[src/rtl/resource_update_scheduler_pkg.sv]
// Shared definitions for the resource update scheduler.
//   - op encoding for the per-requester pending-op registers
//   - FSM state encoding for the slot sequencer
package resource_update_scheduler_pkg;

  typedef logic [1:0] op_t;

  localparam op_t OP_NONE = 2'd0;
  localparam op_t OP_INC  = 2'd1;
  localparam op_t OP_DEC  = 2'd2;
  localparam op_t OP_SET  = 2'd3;

  typedef enum logic [1:0] {
    IDLE  = 2'd0,
    COUNT = 2'd1,
    ISSUE = 2'd2
  } state_t;

endpackage

[src/rtl/resource_update_scheduler_rr_arbiter.sv]
// Combinational round-robin find-first.
// Scans req starting at rr_ptr, wrapping modulo NUM_REQ, and reports the
// first set index.
// Ports:
//   req    in  NUM_REQ  request vector (pending flags)
//   rr_ptr in  SEL_W    index to start the search from (< NUM_REQ)
//   found  out 1        some request is set
//   idx    out SEL_W    first set index at or after rr_ptr (0 when !found)
module resource_update_scheduler_rr_arbiter #(
  parameter int NUM_REQ = 4,
  parameter int SEL_W   = 2
) (
  input  logic [NUM_REQ-1:0] req,
  input  logic [SEL_W-1:0]   rr_ptr,
  output logic               found,
  output logic [SEL_W-1:0]   idx
);

  // One extra bit so rr_ptr + j (at most 2*NUM_REQ-2) never overflows
  // before the modulo fold.
  logic [SEL_W:0] cand;

  always_comb begin
    found = 1'b0;
    idx   = '0;
    cand  = '0;
    for (int j = 0; j < NUM_REQ; j++) begin
      cand = {1'b0, rr_ptr} + (SEL_W+1)'(j);
      if (cand >= (SEL_W+1)'(NUM_REQ)) begin
        cand = cand - (SEL_W+1)'(NUM_REQ);
      end
      if (!found && req[cand[SEL_W-1:0]]) begin
        found = 1'b1;
        idx   = cand[SEL_W-1:0];
      end
    end
  end

endmodule

[src/rtl/resource_update_scheduler.sv]
// Resource update scheduler: time-multiplexes inc/dec/fast/setval requests
// from NUM_REQ regulators onto one shared resource update port. Requests
// are latched as sticky pending ops (last request wins) and served one per
// update slot in round-robin order; a prescaler sets the slot rate.
//
// Optional feature macro: SCHED_DROP_STATS_EN adds drop_count, a saturating
// count of pending ops overwritten before being served.
//
// Ports:
//   clk, rst            clock, asynchronous active-high reset
//   enable              1 = slots issued; 0 = prescaler held at 0
//   req_inc/dec/fast/set per-requester requests (NUM_REQ each)
//   out_inc/dec/fast/setval registered op pulse to the resource
//   out_sel             index of the requester being served
//   out_valid           one-cycle strobe marking an issued op
//   grant               one-hot grant, coincident with out_valid
//   pending             per-requester pending-op flags
//   drop_count          (SCHED_DROP_STATS_EN only) overwritten-op count
//
// state | meaning
// IDLE  | enable low, prescaler held at 0, nothing issued
// COUNT | prescaler running towards TICK_DIV-1
// ISSUE | one-cycle arbitration; winning op is registered onto the outputs
module resource_update_scheduler
  import resource_update_scheduler_pkg::*;
#(
  parameter int NUM_REQ  = 4,
  parameter int TICK_DIV = 16,
  parameter int SEL_W    = 2
) (
  input  logic               clk,
  input  logic               rst,
  input  logic               enable,
  input  logic [NUM_REQ-1:0] req_inc,
  input  logic [NUM_REQ-1:0] req_dec,
  input  logic [NUM_REQ-1:0] req_fast,
  input  logic [NUM_REQ-1:0] req_set,
  output logic               out_inc,
  output logic               out_dec,
  output logic               out_fast,
  output logic               out_setval,
  output logic [SEL_W-1:0]   out_sel,
  output logic               out_valid,
  output logic [NUM_REQ-1:0] grant,
  output logic [NUM_REQ-1:0] pending
`ifdef SCHED_DROP_STATS_EN
  ,
  output logic [7:0]         drop_count
`endif
);

  localparam int PS_W = $clog2(TICK_DIV);

  state_t             state, state_nxt;
  logic [PS_W-1:0]    presc, presc_nxt;
  op_t                op_q [NUM_REQ];
  logic [NUM_REQ-1:0] fast_q;
  logic [SEL_W-1:0]   rr_ptr;

  logic               arb_found;
  logic [SEL_W-1:0]   arb_idx;
  logic               issue;
  logic [NUM_REQ-1:0] grant_nxt;
  logic [NUM_REQ-1:0] new_req;

  always_comb begin
    for (int i = 0; i < NUM_REQ; i++) begin
      pending[i] = (op_q[i] != OP_NONE);
      new_req[i] = req_set[i] | (req_inc[i] ^ req_dec[i]);
    end
  end

  resource_update_scheduler_rr_arbiter #(
    .NUM_REQ (NUM_REQ),
    .SEL_W   (SEL_W)
  ) u_rr_arbiter (
    .req    (pending),
    .rr_ptr (rr_ptr),
    .found  (arb_found),
    .idx    (arb_idx)
  );

  assign issue = (state == ISSUE) && arb_found;

  always_comb begin
    grant_nxt = '0;
    if (issue) begin
      grant_nxt[arb_idx] = 1'b1;
    end
  end

  // Slot sequencer
  always_ff @(posedge clk or posedge rst) begin
    if (rst) begin
      state <= IDLE;
      presc <= '0;
    end else begin
      state <= state_nxt;
      presc <= presc_nxt;
    end
  end

  always_comb begin
    state_nxt = state;
    presc_nxt = presc;
    case (state)
      IDLE: begin
        presc_nxt = '0;
        if (enable) state_nxt = COUNT;
      end
      COUNT: begin
        if (!enable) begin
          state_nxt = IDLE;
          presc_nxt = '0;
        end else if (presc == PS_W'(TICK_DIV-1)) begin
          state_nxt = ISSUE;
          presc_nxt = '0;
        end else begin
          presc_nxt = presc + PS_W'(1);
        end
      end
      ISSUE: begin
        presc_nxt = '0;
        state_nxt = enable ? COUNT : IDLE;
      end
      default: begin
        state_nxt = IDLE;
        presc_nxt = '0;
      end
    endcase
  end

  // Pending-op capture. A new request beats the clear from a grant, so a
  // request arriving on the granted index in the ISSUE cycle stays pending
  // while the old op goes out.
  always_ff @(posedge clk or posedge rst) begin
    if (rst) begin
      for (int i = 0; i < NUM_REQ; i++) op_q[i] <= OP_NONE;
      fast_q <= '0;
    end else begin
      for (int i = 0; i < NUM_REQ; i++) begin
        if (req_set[i]) begin
          op_q[i]   <= OP_SET;
          fast_q[i] <= 1'b0;
        end else if (req_inc[i] ^ req_dec[i]) begin
          op_q[i]   <= req_inc[i] ? OP_INC : OP_DEC;
          fast_q[i] <= req_fast[i];
        end else if (grant_nxt[i]) begin
          op_q[i]   <= OP_NONE;
          fast_q[i] <= 1'b0;
        end
      end
    end
  end

  // Round-robin pointer and registered update port
  always_ff @(posedge clk or posedge rst) begin
    if (rst) begin
      rr_ptr     <= '0;
      out_valid  <= 1'b0;
      out_inc    <= 1'b0;
      out_dec    <= 1'b0;
      out_fast   <= 1'b0;
      out_setval <= 1'b0;
      out_sel    <= '0;
      grant      <= '0;
    end else begin
      out_valid  <= issue;
      grant      <= grant_nxt;
      out_sel    <= issue ? arb_idx : '0;
      out_inc    <= issue && (op_q[arb_idx] == OP_INC);
      out_dec    <= issue && (op_q[arb_idx] == OP_DEC);
      out_setval <= issue && (op_q[arb_idx] == OP_SET);
      out_fast   <= issue && fast_q[arb_idx] &&
                    ((op_q[arb_idx] == OP_INC) || (op_q[arb_idx] == OP_DEC));
      if (issue) begin
        rr_ptr <= (arb_idx == SEL_W'(NUM_REQ-1)) ? '0 : arb_idx + SEL_W'(1);
      end
    end
  end

`ifdef SCHED_DROP_STATS_EN
  // A pending op is dropped when a new request replaces it, unless that
  // op is being granted in the same cycle (it still goes out).
  logic [3:0] drop_sum;
  logic [8:0] drop_acc;

  always_comb begin
    drop_sum = '0;
    for (int i = 0; i < NUM_REQ; i++) begin
      drop_sum = drop_sum + 4'(new_req[i] & pending[i] & ~grant_nxt[i]);
    end
    drop_acc = {1'b0, drop_count} + 9'(drop_sum);
  end

  always_ff @(posedge clk or posedge rst) begin
    if (rst) begin
      drop_count <= '0;
    end else begin
      drop_count <= drop_acc[8] ? 8'hFF : drop_acc[7:0];
    end
  end
`else
  logic unused_new_req;
  assign unused_new_req = ^new_req;
`endif

endmodule

[config.mk]
export PLATFORM = sky130hd
export DESIGN_NAME = resource_update_scheduler
export DESIGN_NICKNAME = d
export VERILOG_FILES = /design/src/rtl/resource_update_scheduler_pkg.sv /design/src/rtl/resource_update_scheduler_rr_arbiter.sv /design/src/rtl/resource_update_scheduler.sv
export SDC_FILE = /design/constraint.sdc
export NUM_CORES = 1
export LEC_CHECK = 0
export ABC_AREA = 1
export CAP_MARGIN = 20
export CORE_MARGIN = 1
export CORE_UTILIZATION = 40
export DETAILED_ROUTE_END_ITERATION = 8
export HOLD_SLACK_MARGIN = 0.12
export PLACE_DENSITY = 0.67
export SYNTH_ARGS = -nofsm -noshare
export SYNTH_HDL_FRONTEND = slang
export SYNTH_SLANG_ARGS = --single-unit
[constraint.sdc]
create_clock -name clk -period 3 [get_ports clk]
set_input_delay 0.75 -clock clk [delete_from_list [all_inputs] [get_ports clk]]
set_output_delay 0.75 -clock clk [all_outputs]
set_load 0.01 [all_outputs]
* Word-level counts from Yosys, hierarchy flattened
Cells that the tools add are included.
W data, S select, Z words.
** Word-level totals
- Register bits :: 31
- Bits of input ports :: 19
- Output and inout bits :: 15
- Logic and storage cells :: 142
** Operators by class
- Add/sub/neg operators :: 9
- Order comparisons :: 11
- Equality and inequality tests :: 9
- Muxes and demuxes :: 66
- Bitwise gates (word level) :: 5
- Reductions and logical operators :: 24
** Operators by type and width (number)
- $mux W2 :: 31
- $mux W1 :: 23
- $mux W4 :: 4
- $lt A2 B3 Y1 const B :: 5
- $ge A3 B3 Y1 const B :: 4
- $reduce_bool A3 Y1 :: 4
- $bmux W1 S2 :: 5
- $logic_and A1 B1 Y1 :: 10
- $eq A2 B2 Y1 const B :: 4
- $reduce_bool A2 Y1 :: 4
- $sub A2 B1 Y2 const B :: 4
- $add A2 B2 Y3 const B :: 2
- $pmux W2 S3 :: 1
- $add A4 B1 Y4 const B :: 1
- $bmux W2 S2 :: 1
- $eq A2 B1 Y1 const B :: 2
- $eq A4 B4 Y1 const B :: 1
- $xor A1 B1 Y1 :: 4
- $add A2 B1 Y3 const B :: 1
- $ge A2 B3 Y1 const B :: 1
- $logic_not A1 Y1 :: 3
- $ne A3 B3 Y1 const B :: 1
- $not A2 Y3 :: 1
- $add A2 B1 Y2 const B :: 1
- 6 further kinds :: 6

* Logic depth before layout (Yosys ltp)
- Word-level depth :: 22
- Depth in mapped cells :: 19
- Mapped depth without buffers :: 18

* Modules after synthesis
A second synthesis with hierarchy kept.
** Unflattened totals
- Cells, all modules :: 254
- Area, all modules :: 1930.6 um^2
** By module, submodules not included
- resource_update_scheduler :: times used 1, cells an instance 195, area each 1611.5 um^2, seq. area each 775.7 um^2
- resource_update_scheduler_rr_arbiter :: times used 1, cells an instance 59, area each 319.1 um^2, seq. area each 0.0 um^2

* Worst setup path after synthesis
OpenSTA, ideal clock, no wires.
- Path type :: register to register
- Start point :: reg rr_ptr[0]
- End point :: reg out_fast
- Setup time :: 0.071 ns
- Data arrival time :: 1.999 ns
- Required time :: 2.929 ns
- Path slack :: 0.929 ns
- Cell stages (with the launch flop) :: 17
- Path buffers :: 2
- Period minus slack after synthesis :: 2.071 ns
- Path through :: dfrtp_1 -> buf_6 -> inv_4 -> nand2_2 -> nand3_1 -> nand2_2 -> nor2_4 -> nand3_2 -> nand2_2 -> nand2_2 -> buf_6 -> o211ai_1 -> nand2_1 -> ha_1 -> nor2_1 -> nand2_1 -> nor2_1
** Between the ends
- Longest elaborated chain between the ends :: 21
- Elaborated cells between the ends (all ways) :: 49
- Those cells by class :: add/sub: 7; order compare: 4; eq/ne: 2; mux: 25; bitwise: 1; reduce/logical: 10
** RTL lines
- start, declared :: RTL line resource_update_scheduler.sv:58 : logic [SEL_W-1:0] rr_ptr;
- start signal, assigned :: RTL line resource_update_scheduler.sv:177 : rr_ptr <= (arb_idx == SEL_W'(NUM_REQ-1)) ? '0 : arb_idx + SEL_W'(1);
- branches (longest 20 deep; another with $add A2 B1 Y3)
- $logic_and A1 B1 Y1 (*) :: RTL line resource_update_scheduler.sv:174 : out_fast <= issue && fast_q[arb_idx] &&
- end signal, assigned :: RTL line resource_update_scheduler.sv:174
- end, declared :: RTL line resource_update_scheduler.sv:40 : output logic out_fast,
Every way passes the cells marked *. The select of a mux whose other input is x is not followed.
A chain may end at the register's enable or synchronous reset.

* Worst setup path after layout
- Start point :: reg rr_ptr[0]
- End point :: reg op_q[6] (netlist name)
** Between the ends
- Longest elaborated chain between the ends :: 20
- Elaborated cells between the ends (all ways) :: 45
- Those cells by class :: add/sub: 7; order compare: 6; mux: 23; reduce/logical: 9
** RTL lines
- branches (longest 18 deep; another with $add A2 B1 Y3)
- $mux W4 (*) :: RTL line resource_update_scheduler.sv:87 : if (issue) begin
- $reduce_bool A3 Y1 (no line) (*)
- end signal, assigned by index :: RTL line resource_update_scheduler.sv:146 : op_q[i] <= req_inc[i] ? OP_INC : OP_DEC;
- end, declared :: RTL line resource_update_scheduler.sv:56 : op_t op_q [NUM_REQ];
Marks and branches as above.

==> summary.md <==
| Metric | Value |
|---|---|
| H-tree Lvls | 2 |
| Vias post-DR | ~1600 |
| Num CTS Buffers | 5 |
| Worst min-delay path class | flop to flop |
| Peak supply drop | 0.238 mV |
| Dpl cell area | 0.00227 sq mm |
| Die ar. | around 0.005 sq mm |
| Critical setup path kind | flop to flop |
| Hold Buf Count CTS | 0 |
| Clock skew | 0.00653 ns |
| CP dominant cell by count | nand2_2 |
| Start point of the critical path | rr_ptr[0]$_DFFE_PP0P_ |
| Multiplexer share of the synthesized area | 0% |
| Max Freq | between 400 and 500 MHz |
| Fin Hold WS | 0.470 ns |
| CP Data Required Time | 3.17 ns |
| Violated checks | DRC |
| Synth unique cells | 26 |
| Post-synthesis compound-gate area fraction | 4.43% |
| Synth area leaders | dfrtp_1 (41%), nand2_1 (13%), ha_1 (11%) |
| WL met2 | between 1500 and 2000 microns |
| Critical path launch point type | flop |
| Clock-pin slew on the worst setup and hold paths | 0.07 ns |
| Post-Synth Simple-Gate Area | about a third |
| FF-to-FF Start | rr_ptr[0]$_DFFE_PP0P_ |
| CTS tree | yes |
| M1 WL | around 1700 microns |
| Post-CTS Setup Inserts | 0 |
| Setup Viol. Count Final | 0 |
| Flops & latches, synth | 31 |
| Final setup margin | between 0.5 and 0.6 ns |
| CP Capture Type | flop |
| All-Layer GR Usage | 16.8% |
| Drt drc | 4 |
| Via-per-instance ratio | 4.73 |
| Post-DP HPWL | around 2800 microns |
| Clk buf depth | 2 |
| Sequential area share after synthesis | between 40 and 50% |
| Status | finished, violations left |
| Core footprint | around 0.0044 sq mm |
| Gpl congestion | between 0.9 and 1 |
| Measured slew at the worst slew-check pin | between 0.3 and 0.4 ns |
| FP Rows | 24 |
| DIE WIDTH | between 70 and 80 microns |
| Largest net degree at the start of global routing | 32 |
| First-pass GRT wire length | 6620 microns |
| Leakage | 1.23 nW |
| Antenna cells | 0 |
| Slew Limit Fails | 0 |
| Top sig layer | met4 |
| Hold_sp | presc[0]$_DFF_PP0_ |
| Post-CTS resize count | 0 |
| Clock Latency Late Sink | 0.29 ns |
| Met3 WL | 154 microns |
| Fillers | 444 |
| GRT overflow | 0 |
| Fin area | 0.00238 sq mm |
| Synth Area in Adders | 10.6% |
| CP max stage delay | around 0.57 ns |
| Main combinational cell family by area after synthesis | simple AND/OR/NAND/NOR gates |
| PortBufs | 33 |
| TNS Setup | 0 ns |
| Wire per inst | 11.0 microns |
| Antenna Nets Post-Route | 0 |
| Tcrit/Tclk final | 82.8% |
| Final #Nets | 318 |
| Syn avg cell area | 7.73 sq um |
| Syn nets | 280 |
| CTS root buffer | clkbuf_8 |
| Antenna violations before repair | 0 |
| CP cell instances | inv_4 > nand2_2 > nand2_2 > nand3_1 > nand2_2 > nor2_4 > nand3_2 > nand2_2 > nand2_2 > inv_2 > ha_1 > inv_1 > o21ai_0 > inv_1 > nand2_1 > nand3_1 |
| Yosys top cell by area | dfrtp_1 |
| Synth-to-Final Area Change | 25.6% |
| DP Worst Slack | between 0.5 and 0.6 ns |
| Max_cap viols | 0 |
| Total power | around 1 mW |
| Num Clock Sinks | 31 |
| Total wire length | 3680 microns |
| Final Critical Period | 2.49 ns |
| Crit-path max FO | 12 |
| Top cell type's share of synthesized area | 41.0% |
| Xor/xnor cell area share of the yosys netlist | 0.925% |
| Drt first-iter violations | 99 |
| Ys Warns | 0 |
| RSZ-0062 raised after global routing | no |
| Share of post-route cells with drive strength above 1 | 11.6% |
| Post-Syn Area | between 0.0015 and 0.002 sq mm |
| Vias in the first global route | around 1500 |
| Cell Pwr Density | between 400 and 500 mW/mm^2 |
| Height of the die | 70.8 microns |
| Hold Violations, Final | 0 |
| Starting Density | 42.6% |
| Critical Path AT | 2.66 ns |
| Pre-antenna DRT Iters | 7 |
| Synthesized instance count | 245 |
| IO Count | 34 |
| Slew margin rel. | between 70% and 80% |
| Worst path slowest cell | dfrtp_1 |
[cells in the mapped netlist]
cell and count:
inv_4 1, nand3_1 25, ha_1 16, nand4_1 1, nor2_1 22, nor2_2 3, xnor2_1 1, nand3_2 3
nand2_1 65, dfrtp_1 31, inv_2 2, nor2_4 1, inv_1 42, a21oi_2 1, buf_4 1, a21oi_1 1
nor3_1 1, o21ai_1 3, o211ai_1 2, o21ai_2 2, xor2_1 1, buf_6 2, nand2_2 11, nand3b_1 3
o21a_1 1, o21ai_0 3
[final timing paths]
kind	to	slack, ns	cells past startpoint
min	presc[0]$_DFF_PP0_	0.47	1
max in group asynchronous	op_q[1]$_DFFE_PP0P_	1.88	3
min reg2reg	presc[0]$_DFF_PP0_	0.47	1
max reg2reg	op_q[6]$_DFFE_PP0P_	0.51	16
max	op_q[6]$_DFFE_PP0P_	0.51	16
min in group asynchronous	state[0]$_DFFE_PP0P_	0.84	3
[critical path, delay by kind of cell (launching register included)]
kind,cells,cell delay (ns)
AO/OA/AOI/OAI,1,0.29
adder cells (fa/ha/maj),1,0.16
buffers and inverters,4,0.41
flip-flops,1,0.57
AND/OR/NAND/NOR,10,0.93
[state kept, by name, summed over array words and instances, names as in the netlist, 2 cells and up]
signal	flops
op_q	8
fast_q	4
grant	4
presc	4
out_sel	2
rr_ptr	2
state	2
[report_power, final]
part           switching [mW]  internal [mW]  total, mW
Combinational          0.0834         0.0668      0.150
Sequential             0.0163          0.437      0.453
Clock                   0.164          0.247      0.411
[per-stage QoR]
| step | instances | utilization (%) |
|---|---|---|
| floorplan | 245 | - |
| global placement | 328 | 51.0 |
| detailed placement | 328 | 51.0 |
| CTS | 336 | 53.5 |
| global route | 336 | 53.5 |
| finish | 336 | 53.5 |
[cell usage in the layout, fill, tap and decap left out, drive strengths merged, types with 3 or more instances in the layout]
master and n:
clkdlybuf4s50 33, nor2 26, inv 45, o21ai 8, nand3b 3, nand2 76, dfrtp 31, nand3 28
clkbuf 5, ha 16
[kinds of logic (layout without fill, tap and decap cells)]
family,count (synthesis),count (layout)
compound gates,13,13
xor+xnor,2,2
fa+ha+maj,16,16
buf+inv,48,87
flops,31,31
simple gates,135,135
[metal layers]
metal  up-vias  GRT usage (%)
met5         -              0
met4         0           8.00
met3        11           4.42
met2        36           27.6
met1       711           20.7
li1        830              -
[layout make-up]
cell class / count / area, sq um / area share (%)
Inverter: 45 / 171 / 7.21
Clock inverter: 3 / 43.8 / 1.84
Multi-Input combinational cell: 166 / 916 / 38.5
Tap cell: 52 / 65.1 / 2.74
Clock buffer: 5 / 68.8 / 2.89
Sequential cell: 31 / 776 / 32.6
Timing Repair Buffer: 34 / 338 / 14.2
Note: power is estimated with default switching activity, not from simulation.
